==> src/rtl/lsu_mem_stage.sv <==
// Memory-stage load/store unit: byte lanes, byte enables and load extension behind a
// valid/ready request side and a registered, wait-state memory port with optional two-beat split.
module lsu_mem_stage #(
  parameter int XLEN           = 32,
  parameter int ADDR_W         = 32,
  parameter int MISALIGN_SPLIT = 1
) (
  input  logic              clk,
  input  logic              rst_n,
  input  logic              req_valid,
  output logic              req_ready,
  input  logic              req_is_store,
  input  logic [2:0]        req_funct3,
  input  logic [ADDR_W-1:0] req_addr,
  input  logic [XLEN-1:0]   req_wdata,
  output logic              resp_valid,
  output logic [XLEN-1:0]   resp_rdata,
  output logic              resp_err,
  output logic              mem_req,
  output logic              mem_we,
  output logic [ADDR_W-1:0] mem_addr,
  output logic [XLEN/8-1:0] mem_be,
  output logic [XLEN-1:0]   mem_wdata,
  input  logic              mem_ready,
  input  logic [XLEN-1:0]   mem_rdata
);
  localparam int NB = XLEN / 8;
  localparam int OW = $clog2(NB);
  localparam int MW = 2 * NB;

  typedef enum logic [1:0] {IDLE, BEAT0, BEAT1, RESP} state_t;

  state_t            state_q, state_d;
  logic              is_store_q, is_store_d;
  logic [2:0]        funct3_q, funct3_d;
  logic [OW-1:0]     off_q, off_d;
  logic [XLEN-1:0]   lo_q, lo_d;
  logic              mem_req_q, mem_req_d;
  logic              mem_we_q, mem_we_d;
  logic [ADDR_W-1:0] mem_addr_q, mem_addr_d;
  logic [NB-1:0]     mem_be_q, mem_be_d;
  logic [XLEN-1:0]   mem_wdata_q, mem_wdata_d;
  logic [XLEN-1:0]   resp_rdata_q, resp_rdata_d;
  logic              resp_err_q, resp_err_d;

  function automatic logic [3:0] size_of(input logic [2:0] f3);
    case (f3[1:0])
      2'd0:    size_of = 4'd1;
      2'd1:    size_of = 4'd2;
      2'd2:    size_of = 4'd4;
      default: size_of = 4'd8;
    endcase
  endfunction

  // Lanes touched across both words; upper half is the second beat.
  function automatic logic [MW-1:0] lane_mask(input logic [3:0] sz, input logic [OW-1:0] off);
    lane_mask = ((MW'(1) << sz) - MW'(1)) << off;
  endfunction

  function automatic logic crosses(input logic [3:0] sz, input logic [OW-1:0] off);
    logic [4:0] end_b;
    end_b   = 5'(off) + {1'b0, sz};
    crosses = end_b > 5'(NB);
  endfunction

  logic              req_legal, req_cross, cur_cross;
  logic [MW-1:0]     req_mask, cur_mask;
  logic [2*XLEN-1:0] req_rot;

  always_comb begin
    if (req_is_store) begin
      req_legal = !req_funct3[2] && (req_funct3[1:0] != 2'b11 || XLEN == 64);
    end else begin
      req_legal = (req_funct3 != 3'b111) &&
                  ((req_funct3 != 3'b011 && req_funct3 != 3'b110) || XLEN == 64);
    end
    req_cross = crosses(size_of(req_funct3), req_addr[OW-1:0]);
    req_mask  = lane_mask(size_of(req_funct3), req_addr[OW-1:0]);
    req_rot   = {req_wdata, req_wdata} << {req_addr[OW-1:0], 3'b000};
    cur_cross = crosses(size_of(funct3_q), off_q);
    cur_mask  = lane_mask(size_of(funct3_q), off_q);
  end

  logic [XLEN-1:0]   ld_lo, ld_hi, ld_raw, ld_shl, ld_ext;
  logic [2*XLEN-1:0] ld_pair;
  logic [6:0]        ext_sh;

  // Final load value, computed in the cycle the last beat completes.
  always_comb begin
    ld_lo   = (state_q == BEAT0) ? mem_rdata : lo_q;
    ld_hi   = (state_q == BEAT1) ? mem_rdata : '0;
    ld_pair = {ld_hi, ld_lo} >> {off_q, 3'b000};
    ld_raw  = ld_pair[XLEN-1:0];
    ext_sh  = 7'(XLEN) - {size_of(funct3_q), 3'b000};
    ld_shl  = ld_raw << ext_sh;
    ld_ext  = funct3_q[2] ? (ld_shl >> ext_sh) : $unsigned($signed(ld_shl) >>> ext_sh);
    if (is_store_q) ld_ext = '0;
  end

  always_comb begin
    state_d      = state_q;
    is_store_d   = is_store_q;
    funct3_d     = funct3_q;
    off_d        = off_q;
    lo_d         = lo_q;
    mem_req_d    = mem_req_q;
    mem_we_d     = mem_we_q;
    mem_addr_d   = mem_addr_q;
    mem_be_d     = mem_be_q;
    mem_wdata_d  = mem_wdata_q;
    resp_rdata_d = resp_rdata_q;
    resp_err_d   = resp_err_q;
    case (state_q)
      IDLE: begin
        if (req_valid) begin
          is_store_d = req_is_store;
          funct3_d   = req_funct3;
          off_d      = req_addr[OW-1:0];
          lo_d       = '0;
          if (!req_legal || (req_cross && MISALIGN_SPLIT == 0)) begin
            state_d      = RESP;
            resp_err_d   = 1'b1;
            resp_rdata_d = '0;
          end else begin
            state_d     = BEAT0;
            resp_err_d  = 1'b0;
            mem_req_d   = 1'b1;
            mem_we_d    = req_is_store;
            mem_addr_d  = {req_addr[ADDR_W-1:OW], {OW{1'b0}}};
            mem_be_d    = req_mask[NB-1:0];
            mem_wdata_d = req_rot[2*XLEN-1:XLEN];
          end
        end
      end
      BEAT0: begin
        if (mem_ready) begin
          if (!is_store_q) lo_d = mem_rdata;
          if (cur_cross) begin
            state_d    = BEAT1;
            mem_addr_d = mem_addr_q + ADDR_W'(NB);
            mem_be_d   = cur_mask[MW-1:NB];
          end else begin
            state_d      = RESP;
            mem_req_d    = 1'b0;
            mem_we_d     = 1'b0;
            mem_be_d     = '0;
            resp_rdata_d = ld_ext;
          end
        end
      end
      BEAT1: begin
        if (mem_ready) begin
          state_d      = RESP;
          mem_req_d    = 1'b0;
          mem_we_d     = 1'b0;
          mem_be_d     = '0;
          resp_rdata_d = ld_ext;
        end
      end
      default: state_d = IDLE;
    endcase
  end

  always_ff @(posedge clk or negedge rst_n) begin
    if (!rst_n) begin
      state_q      <= IDLE;
      is_store_q   <= 1'b0;
      funct3_q     <= '0;
      off_q        <= '0;
      lo_q         <= '0;
      mem_req_q    <= 1'b0;
      mem_we_q     <= 1'b0;
      mem_addr_q   <= '0;
      mem_be_q     <= '0;
      mem_wdata_q  <= '0;
      resp_rdata_q <= '0;
      resp_err_q   <= 1'b0;
    end else begin
      state_q      <= state_d;
      is_store_q   <= is_store_d;
      funct3_q     <= funct3_d;
      off_q        <= off_d;
      lo_q         <= lo_d;
      mem_req_q    <= mem_req_d;
      mem_we_q     <= mem_we_d;
      mem_addr_q   <= mem_addr_d;
      mem_be_q     <= mem_be_d;
      mem_wdata_q  <= mem_wdata_d;
      resp_rdata_q <= resp_rdata_d;
      resp_err_q   <= resp_err_d;
    end
  end

  assign req_ready  = (state_q == IDLE);
  assign resp_valid = (state_q == RESP);
  assign resp_rdata = resp_rdata_q;
  assign resp_err   = resp_err_q;
  assign mem_req    = mem_req_q;
  assign mem_we     = mem_we_q;
  assign mem_addr   = mem_addr_q;
  assign mem_be     = mem_be_q;
  assign mem_wdata  = mem_wdata_q;
endmodule

==> config.mk <==
export PLATFORM = sky130hd
export DESIGN_NAME = lsu_mem_stage
export DESIGN_NICKNAME = d
export VERILOG_FILES = /design/src/rtl/lsu_mem_stage.sv
export SDC_FILE = /design/constraint.sdc
export NUM_CORES = 1
export LEC_CHECK = 0
export BUFFER_PORTS_ARGS = -buffer_cell sky130_fd_sc_hd__buf_2
export CAP_MARGIN = 0
export CORE_ASPECT_RATIO = 1.4
export CORE_MARGIN = 1.5
export CORE_UTILIZATION = 41
export DETAILED_ROUTE_END_ITERATION = 10
export PLACE_DENSITY = 0.6
export SYNTH_ARGS = -nofsm -noshare
export SYNTH_HDL_FRONTEND = slang
export SYNTH_SLANG_ARGS = --single-unit
==> constraint.sdc <==
create_clock -name clk -period 3.33 [get_ports clk]
set_input_delay 0.8325 -clock clk [delete_from_list [all_inputs] [get_ports clk]]
set_output_delay 0.8325 -clock clk [all_outputs]
set_load 0.01 [all_outputs]
==> results.yml, run 1 <==
outcome:
  status: "finished clean"
synth:
  syn_area_um2: 8400
  seq_area_frac_synth_pct: 42.0
  synth.avg_cell_area_um2: 10.5
  ys_ff_latch: 141
  synth_warnings: 0
  synth_flop_cell: "dfrtp_1"
  ys_async_sr_fraction_pct: 100
  ys_types: 66
  synth_edf_count: 0
  syn-instance-count: 800
placed_design:
  io_buffers: 206
  dpl_worst_slack_ns: 0.421
  dp_cells: 1217
  place.gp.congestion: 0.894
  hpwlAfterDp_um: 17500
die:
  start_util_pct: 42.0
  design.core.area_um2: 20000
  die_h_um: 172
  ioPinCount: 209
  die_w_um: 124
  rows: 61
  die-area_um2: 21400
timing:
  maxClockFrequency_ghz: 0.338
  timing.final.ws_setup_ns: 0.370
  drv_slew: 0
  skew_ns: 0.0113
  worst_slew_pin_slew_ns: 1.17
  grt_setup_unrepaired: "false"
  relSlewSlack_pct: 21.9
  fin_crit_sh_pct: 88.9
  fin_tns_setup_ns: 0
  fin_crit_ns: 2.96
  final-setup-viol-count: 0
  hold_violations: 0
grt:
  track_usage_pct: 23.4
  grt_pass1_wl_um: 38000
  grt_overflow: 0
  antenna_found_initial: 1
  grt_pass1_vias: 7282
  grt_max_degree: 66
critical_path:
  critPathArrivalTime_ns: 3.26
  slowest_stage: "dfrtp_1"
  cp_max_fo: 10
  endpoint: "mem_addr[25]$_DFFE_PN0P_"
  required_ns: 3.63
  worstSetupPathType: "reg2reg"
  r2r_end: "mem_addr[25]$_DFFE_PN0P_"
  max_stage_delay_ns: 0.47
  crit_start: "funct3_q[1]$_DFFE_PN0P_"
  startpoint_type: "flip-flop"
  end_kind: "flip-flop"
  reg2reg_setup_slack_ns: 0.37
  r2r_start: "funct3_q[1]$_DFFE_PN0P_"
  cp_cell_sequence: "nor2_1 -> ha_1 -> inv_1 -> fa_1 -> nand2b_1 -> a21oi_1 -> o31ai_2 -> nand2_1 -> a221oi_1 -> o41ai_1"
  reg2reg_depth: 10
clock_tree:
  cts_setup_buffers: 0
  clk_pin_slew_worst_paths_ns: 0.06
  htreeDepth: 4
  cts_tree: "yes"
  cts.sinks: 141
  root_buffer: "clkbuf_16"
  cts_hold_buf: 0
  clockBufferDepth: 2
  cts_resized: 0
  cts_made_buffers: 17
  clkLatencyLatePin_ns: 0.43
pwr:
  leakage_nw: 4.65
  p_per_area_nw_per_um2: 965
  peakVddDrop_v: 0.000548
  power.total_mw: 9.88
route:
  drt_iter0_markers: 509
  dr.pass1.iters: 4
  avgRoutedWirePerCell_um: 19.3
  drcViolationCount: 0
  via_per_inst: 5.78
  drt.antenna.violating_nets: 0
  finalWirelength_um: 24100
  vias: 7228
finish:
  finalNetCount: 1095
  syn2layout_area_growth_pct: 22.0
  finalNonFillerCells: 1250
  drive_gt1_share_pct: 36.8
job:
  cap_violations: 0
hold_path:
  hold_class: "in2async"
[report_power, final]
group / switching, mW / internal [mW]
Combinational: 2.85 / 1.98
Sequential: 0.576 / 2.46
Clock: 0.772 / 1.25
Total: 4.20 / 5.68
[synth_stat cells (all sizes together), types with 20 or more instances]
master / count / area (um2)
a211oi: 22 / 170
a21oi: 30 / 165
mux4: 40 / 901
nor2: 46 / 175
mux2: 53 / 597
clkbuf: 25 / 93.8
a221o: 26 / 260
nand2: 102 / 385
o21ai: 72 / 364
dfrtp: 141 / 3530
nand3: 20 / 113
buf: 35 / 194
[area by class of cell]
class	count	area (um2)
Sequential cell	141	3530
Multi-Input combinational cell	584	4530
Fill cell	1874	9750
Timing Repair Buffer	224	1180
Clock inverter	11	155
Inverter	16	60.1
Clock buffer	20	467
Antenna cell	2	5.00
Tap cell	252	315
[worst min-delay path by stage]
stage | startpoint | endpoint | cells after the start
floorplan | lo_q[16]$_DFFE_PN0P_ | lo_q[16]$_DFFE_PN0P_ | 2
global placement | lo_q[29]$_DFFE_PN0P_ | lo_q[29]$_DFFE_PN0P_ | 2
detailed placement | lo_q[29]$_DFFE_PN0P_ | lo_q[29]$_DFFE_PN0P_ | 2
CTS | rst_n | lo_q[4]$_DFFE_PN0P_ | 1
global route | rst_n | lo_q[4]$_DFFE_PN0P_ | 1
finish | rst_n | lo_q[4]$_DFFE_PN0P_ | 1
[layer usage]
layer	global-route usage [%]	vias up	part of all wire, %
li1	-	3395	-
met1	28.3	3563	40
met2	40.4	227	51
met3	4.75	43	5.6
met4	9.49	0	3.1
met5	0	-	0
[worst max-delay path: cells and delay by family, from the launching register on]
family / cells / cell delay [ns]
compound gates: 4 / 1.09
flops: 1 / 0.47
simple gates: 3 / 0.66
fa+ha+maj: 2 / 0.59
buf+inv: 1 / 0.05
[sequential cells by signal, summed over array words and instances (netlist names)]
register and count:
mem_be 4, resp_rdata 32, funct3_q 3, mem_wdata 32, state_q 2, is_store_q 1, resp_err 1, mem_addr 30
lo_q 32, mem_req 1, mem_we 1, off_q 2
[kinds of logic (layout without fill, tap and decap cells)]
group / after synthesis / in the layout / share of synthesized area, %
buf+inv: 76 / 271 / 4.14
flops: 141 / 141 / 42.0
compound gates: 231 / 231 / 19.3
mux: 112 / 112 / 20.1
other cells: 1 / 4 / 0.0446
simple gates: 232 / 232 / 13.3
fa+ha+maj: 7 / 7 / 1.13
[per-stage QoR]
stage | area [um2] | hold WS (ns) | util [%]
2_1_floorplan | 8410 | 0.444 | -
3_3_place_gp | 9620 | 0.458 | 48.1
3_5_place_dp | 9620 | 0.465 | 48.1
4_1_cts | 10200 | 0.281 | 51.2
5_1_grt | 10200 | 0.291 | 51.2
6_report | 10200 | 0.280 | 51.3
[cell usage in the layout (no fill, tap or decap), drive strengths merged, types with 3 or more instances in the layout]
cell type / count
buf: 224
dfrtp: 141
nand2: 102
o21ai: 72
mux2: 53
nor2: 46
mux4: 40
a21oi: 30
a221o: 26
a211oi: 22
nand3: 20
clkbuf: 20
inv: 20
mux2i: 19
nor3: 18
a21boi: 16
and2: 12
o22ai: 11
a211o: 10
nand2b: 9
a32o: 7
o2bb2ai: 7
nand4: 6
ha: 6
and3: 5
a31oi: 5
or3: 4
o32ai: 4
a21o: 3
o221ai: 3
bufinv: 3
clkinv: 3
Power figures use the tool's default switching activity.
==> run 2, diff against run 1 <==
- BUFFER_PORTS_ARGS: -buffer_cell sky130_fd_sc_hd__buf_2 -> -buffer_cell sky130_fd_sc_hd__buf_4
- CAP_MARGIN: 0 -> not set
- clock period: 3.33 -> 3.39 ns (I/O delays scaled with it)
==> run 2 against run 1 <==
Effect of this change: sequential power fell by 1%; final cell count is 0.16% lower; via count rose by 0.19%; sequential cell count did not move; wire length rose by 2.2%; combinational power grew 6.0%; critical path type unchanged; largest cell class unchanged; highest routed layer unchanged.
==> results.yml, run 2 (synthesis results as in run 1) <==
placed_design:
  hpwlAfterDp_um: 17700
  place.gp.congestion: 0.862
  io_buffers: 206
timing:
  relSlewSlack_pct: 24.7
  fin_crit_ns: 3.11
  maxClockFrequency_ghz: 0.322
  skew_ns: 0.00932
  drv_slew: 0
  fin_tns_setup_ns: 0
  hold_violations: 0
  grt_setup_unrepaired: "false"
  final-setup-viol-count: 0
  worst_slew_pin_slew_ns: 1.13
  fin_crit_sh_pct: 91.6
clock_tree:
  clk_pin_slew_worst_paths_ns: 0.06
  cts.sinks: 141
  cts_resized: 0
  clkLatencyLatePin_ns: 0.42
  cts_tree: "yes"
  cts_hold_buf: 0
  cts_setup_buffers: 0
  cts_made_buffers: 17
  clockBufferDepth: 2
  root_buffer: "clkbuf_16"
  htreeDepth: 4
hold_path:
  hold_class: "in2async"
pwr:
  power.total_mw: 10.1
  leakage_nw: 4.77
  peakVddDrop_v: 0.000469
  p_per_area_nw_per_um2: 935
die:
  die_w_um: 124
  die_h_um: 172
  die-area_um2: 21400
  ioPinCount: 209
  design.core.area_um2: 20000
  start_util_pct: 42.0
  rows: 61
finish:
  finalNetCount: 1095
  final_common_cell: "buf_4"
  drive_gt1_share_pct: 36.6
  final_cell_mix: "buf_4 (221), dfrtp_1 (140), nand2_1 (101)"
  syn2layout_area_growth_pct: 27.9
  antennaDiodeCount: 0
route:
  finalWirelength_um: 24700
  via_per_inst: 5.80
  drt.antenna.violating_nets: 0
  vias: 7242
  drcViolationCount: 0
  drt_iter0_markers: 430
  avgRoutedWirePerCell_um: 19.8
  dr.pass1.iters: 6
critical_path:
  r2r_start: "funct3_q[1]$_DFFE_PN0P_"
  reg2reg_setup_slack_ns: 0.28
  startpoint_type: "flip-flop"
  reg2reg_depth: 10
  required_ns: 3.69
  end_kind: "flip-flop"
  cp_max_fo: 23
  critPathArrivalTime_ns: 3.41
  worstSetupPathType: "reg2reg"
  r2r_end: "resp_rdata[24]$_DFFE_PN0P_"
grt:
  antenna_found_initial: 0
  grt_pass1_wl_um: 38700
  track_usage_pct: 23.8
  grt_max_degree: 66
  grt_overflow: 0
  grt_pass1_vias: 7201
job:
  cap_violations: 0
outcome:
  status: "finished clean"
-- run 2: changes by cell type in the layout (fill, tap and decap cells not counted), moves of 2 or more --
| cell | previous run | this run |
|---|---|---|
| buf_2 | 205 | 0 |
| buf_4 | 17 | 221 |
| clkbuf_1 | 0 | 2 |
| clkinvlp_4 | 1 | 3 |
| diode_2 | 2 | 0 |
| inv_6 | 4 | 0 |
-- run 2: worst max path at each step --
stage / slack (ns) / start / endpoint / cells after the start
after floorplan: 0.69 / off_q[1]$_DFFE_PN0P_ / resp_rdata[29]$_DFFE_PN0P_ / 11
after global placement: 0.37 / funct3_q[1]$_DFFE_PN0P_ / resp_rdata[19]$_DFFE_PN0P_ / 10
after detailed placement: 0.30 / funct3_q[1]$_DFFE_PN0P_ / resp_rdata[24]$_DFFE_PN0P_ / 10
after CTS: 0.29 / funct3_q[1]$_DFFE_PN0P_ / resp_rdata[23]$_DFFE_PN0P_ / 10
after global routing: 0.09 / funct3_q[1]$_DFFE_PN0P_ / resp_rdata[27]$_DFFE_PN0P_ / 10
final: 0.28 / funct3_q[1]$_DFFE_PN0P_ / resp_rdata[24]$_DFFE_PN0P_ / 10
-- run 2: per-layer routing --
layer	GRT usage (%)	wire length, um	up-vias
met3	5.54	1390	38
li1	-	-	3389
met5	0	0	-
met4	8.65	650	0
met1	28.9	9820	3581
met2	41.1	12800	234
-- run 2: layout make-up --
cell class / instances / area [um2]
repair buffers: 224 / 1710
well taps: 252 / 315
clock buffers: 21 / 460
multi-input cells: 584 / 4530
flip-flops and latches: 141 / 3530
inverters: 16 / 60.1
clock inverters: 10 / 140
fillers: 1867 / 9250
-- run 2: power by group --
group	switching, mW	leakage (nW)	internal (mW)
registers	0.585	1.79	2.42
logic	2.84	2.69	2.28
clock network	0.734	0.285	1.19
-- run 2: critical path: stages, from the launching register on --
cell      delay [ns]
dfrtp_1         0.46
nor2_1          0.14
ha_1            0.15
inv_1           0.05
fa_1            0.49
nand2b_1        0.08
a21oi_1         0.38
or3_1           0.28
nand2_1         0.32
buf_12          0.28
a221o_1         0.35
-- run 2: stage by stage --
| stage | hold slack (ns) | cells | cell area [um2] | util, % | worst slack (ns) |
|---|---|---|---|---|---|
| 6_report | 0.346 | 1248 | 10700 | 53.7 | 0.284 |
| 5_1_grt | 0.363 | 1248 | 10700 | 53.7 | 0.0888 |
| 4_1_cts | 0.353 | 1248 | 10700 | 53.7 | 0.295 |
| 3_5_place_dp | 0.466 | 1217 | 10100 | 50.7 | 0.296 |
| 3_3_place_gp | 0.458 | 1217 | 10100 | 50.7 | 0.369 |
| 2_1_floorplan | 0.444 | 801 | 8410 | - | 0.693 |
==> run 3, diff against run 2 <==
- CAP_MARGIN: not set -> 20
- clock period: 3.39 -> 4 ns (I/O delays scaled with it)
==> run 3 against run 2 <==
Effect of this change: clock power is 17% lower; highest routed layer unchanged; global-route usage hardly changed; total power is 16% lower; wire length is 0.41% higher.
==> results.yml, run 3 (synthesis results as in run 1) <==
finish:
  antennaDiodeCount: 0
  finalNetCount: 1089
  final_cell_mix: "buf_4 (216), dfrtp_1 (140), nand2_1 (101)"
  final_common_cell: "buf_4"
  fin_area_um2: 10700
  syn2layout_area_growth_pct: 27.0
  finalNonFillerCells: 1243
  drive_gt1_share_pct: 36.3
die:
  ioPinCount: 209
  design.core.area_um2: 20000
  die_w_um: 124
  start_util_pct: 42.0
  die-area_um2: 21400
  rows: 61
  die_h_um: 172
clock_tree:
  root_buffer: "clkbuf_16"
  cts_resized: 0
  cts_made_buffers: 17
  cts_hold_buf: 0
  cts_setup_buffers: 0
  cts_tree: "yes"
  clkLatencyLatePin_ns: 0.43
  htreeDepth: 4
  clk_pin_slew_worst_paths_ns: 0.06
  clockBufferDepth: 2
  cts.sinks: 141
placed_design:
  placed_area_um2: 10100
  hpwlAfterDp_um: 17800
  place.gp.congestion: 0.833
  io_buffers: 206
  dp_cells: 1211
grt:
  grt_use_met3_pct: 5.28
  grt-busiest-layer: "met2"
  grt_use_met2_pct: 41.6
  grt_overflow: 0
  grt_pass1_wl_um: 38700
  track_usage_pct: 23.8
  antenna_found_initial: 0
  grt_max_degree: 72
  grt_pass1_vias: 7140
  gr-usage-met1_pct: 28.3
timing:
  grt_setup_unrepaired: "false"
  drv_slew: 0
  relSlewSlack_pct: 28.9
  maxClockFrequency_ghz: 0.333
  worst_slew_pin_slew_ns: 1.06
  final-setup-viol-count: 0
  fin_tns_setup_ns: 0
  hold_violations: 0
  skew_ns: 0.00937
  fin_crit_ns: 3.00
  holdWs_ns: 0.475
  fin_crit_sh_pct: 75.1
critical_path:
  reg2reg_setup_slack_ns: 1.0
  max_stage_delay_ns: 0.75
  startpoint_type: "flip-flop"
  cp_max_fo: 15
  reg2reg_depth: 9
  cp_cell_sequence: "nor2_1 -> ha_1 -> inv_1 -> fa_1 -> nand2b_1 -> a21oi_1 -> nor3_4 -> nor4b_4 -> a221o_1"
  r2r_start: "funct3_q[1]$_DFFE_PN0P_"
  required_ns: 4.35
  r2r_end: "resp_rdata[17]$_DFFE_PN0P_"
  worstSetupPathType: "reg2reg"
  slowest_stage: "nor4b_4"
  critPathArrivalTime_ns: 3.36
  end_kind: "flip-flop"
route:
  drt_iter0_markers: 385
  avgRoutedWirePerCell_um: 19.9
  dr.pass1.iters: 5
  drcViolationCount: 0
  finalWirelength_um: 24800
  vias: 7232
  via_per_inst: 5.82
  drt.antenna.violating_nets: 0
pwr:
  p_seq_share_pct: 30.3
  peakVddDrop_v: 0.000578
  swShare_pct: 41.8
  switching_power_mw: 3.53
  p_int_mw: 4.91
  power.total_mw: 8.44
  p_per_area_nw_per_um2: 791
  clkPwrFrac_pct: 18.9
  leakage_nw: 4.74
  power.share.combinational_pct: 50.8
outcome:
  status: "finished clean"
job:
  cap_violations: 0
hold_path:
  hold_end: "lo_q[29]$_DFFE_PN0P_"
  hold_class: "reg2reg"
  hold_depth: 2
  hp-start: "lo_q[29]$_DFFE_PN0P_"
run 3: through the flow:
stage / utilization [%] / setup WS, ns
after floorplan: - / 1.30
after global placement: 50.5 / 1.06
after detailed placement: 50.5 / 1.02
after CTS: 53.4 / 1.01
after global routing: 53.4 / 0.744
final: 53.4 / 0.997
run 3: worst max-delay path by stage:
stage / to / cells after the start / from / slack, ns
2_1_floorplan: resp_rdata[29]$_DFFE_PN0P_ / 11 / off_q[1]$_DFFE_PN0P_ / 1.30
3_3_place_gp: mem_addr[25]$_DFFE_PN0P_ / 6 / req_funct3[0] / 1.06
3_5_place_dp: mem_addr[25]$_DFFE_PN0P_ / 10 / funct3_q[1]$_DFFE_PN0P_ / 1.02
4_1_cts: resp_rdata[17]$_DFFE_PN0P_ / 9 / funct3_q[1]$_DFFE_PN0P_ / 1.01
5_1_grt: resp_rdata[31]$_DFFE_PN0P_ / 10 / funct3_q[1]$_DFFE_PN0P_ / 0.74
6_report: resp_rdata[17]$_DFFE_PN0P_ / 9 / funct3_q[1]$_DFFE_PN0P_ / 1.0
run 3: power groups by stage:
stage	Combinational, mW	Clock [mW]	Sequential (mW)
floorplan	2.58	0	2.64
global placement	4.28	0	2.57
detailed placement	4.32	0	2.57
CTS	4.32	1.62	2.56
global route	4.70	1.68	2.64
finish	4.29	1.60	2.55
run 3: area by class of cell:
class                   instances  area, um2
well taps                     252        315
clock inverters                13        149
multi-input cells             584       4530
fillers                      1843       9330
flip-flops and latches        141       3530
repair buffers                218       1650
inverters                      16       60.1
clock buffers                  19        433
run 3: critical path: cells and delay by family, from the launching register on:
family          cells  cell delay [ns]
fa+ha+maj           2             0.62
compound gates      2             0.68
buf+inv             1             0.05
simple gates        4             1.12
flops               1             0.47
run 3: per-layer routing:
layer	up-vias	part of all wire [%]
met5	-	0
met4	0	2.8
met3	39	6.2
met2	267	52
met1	3550	39
li1	3376	-
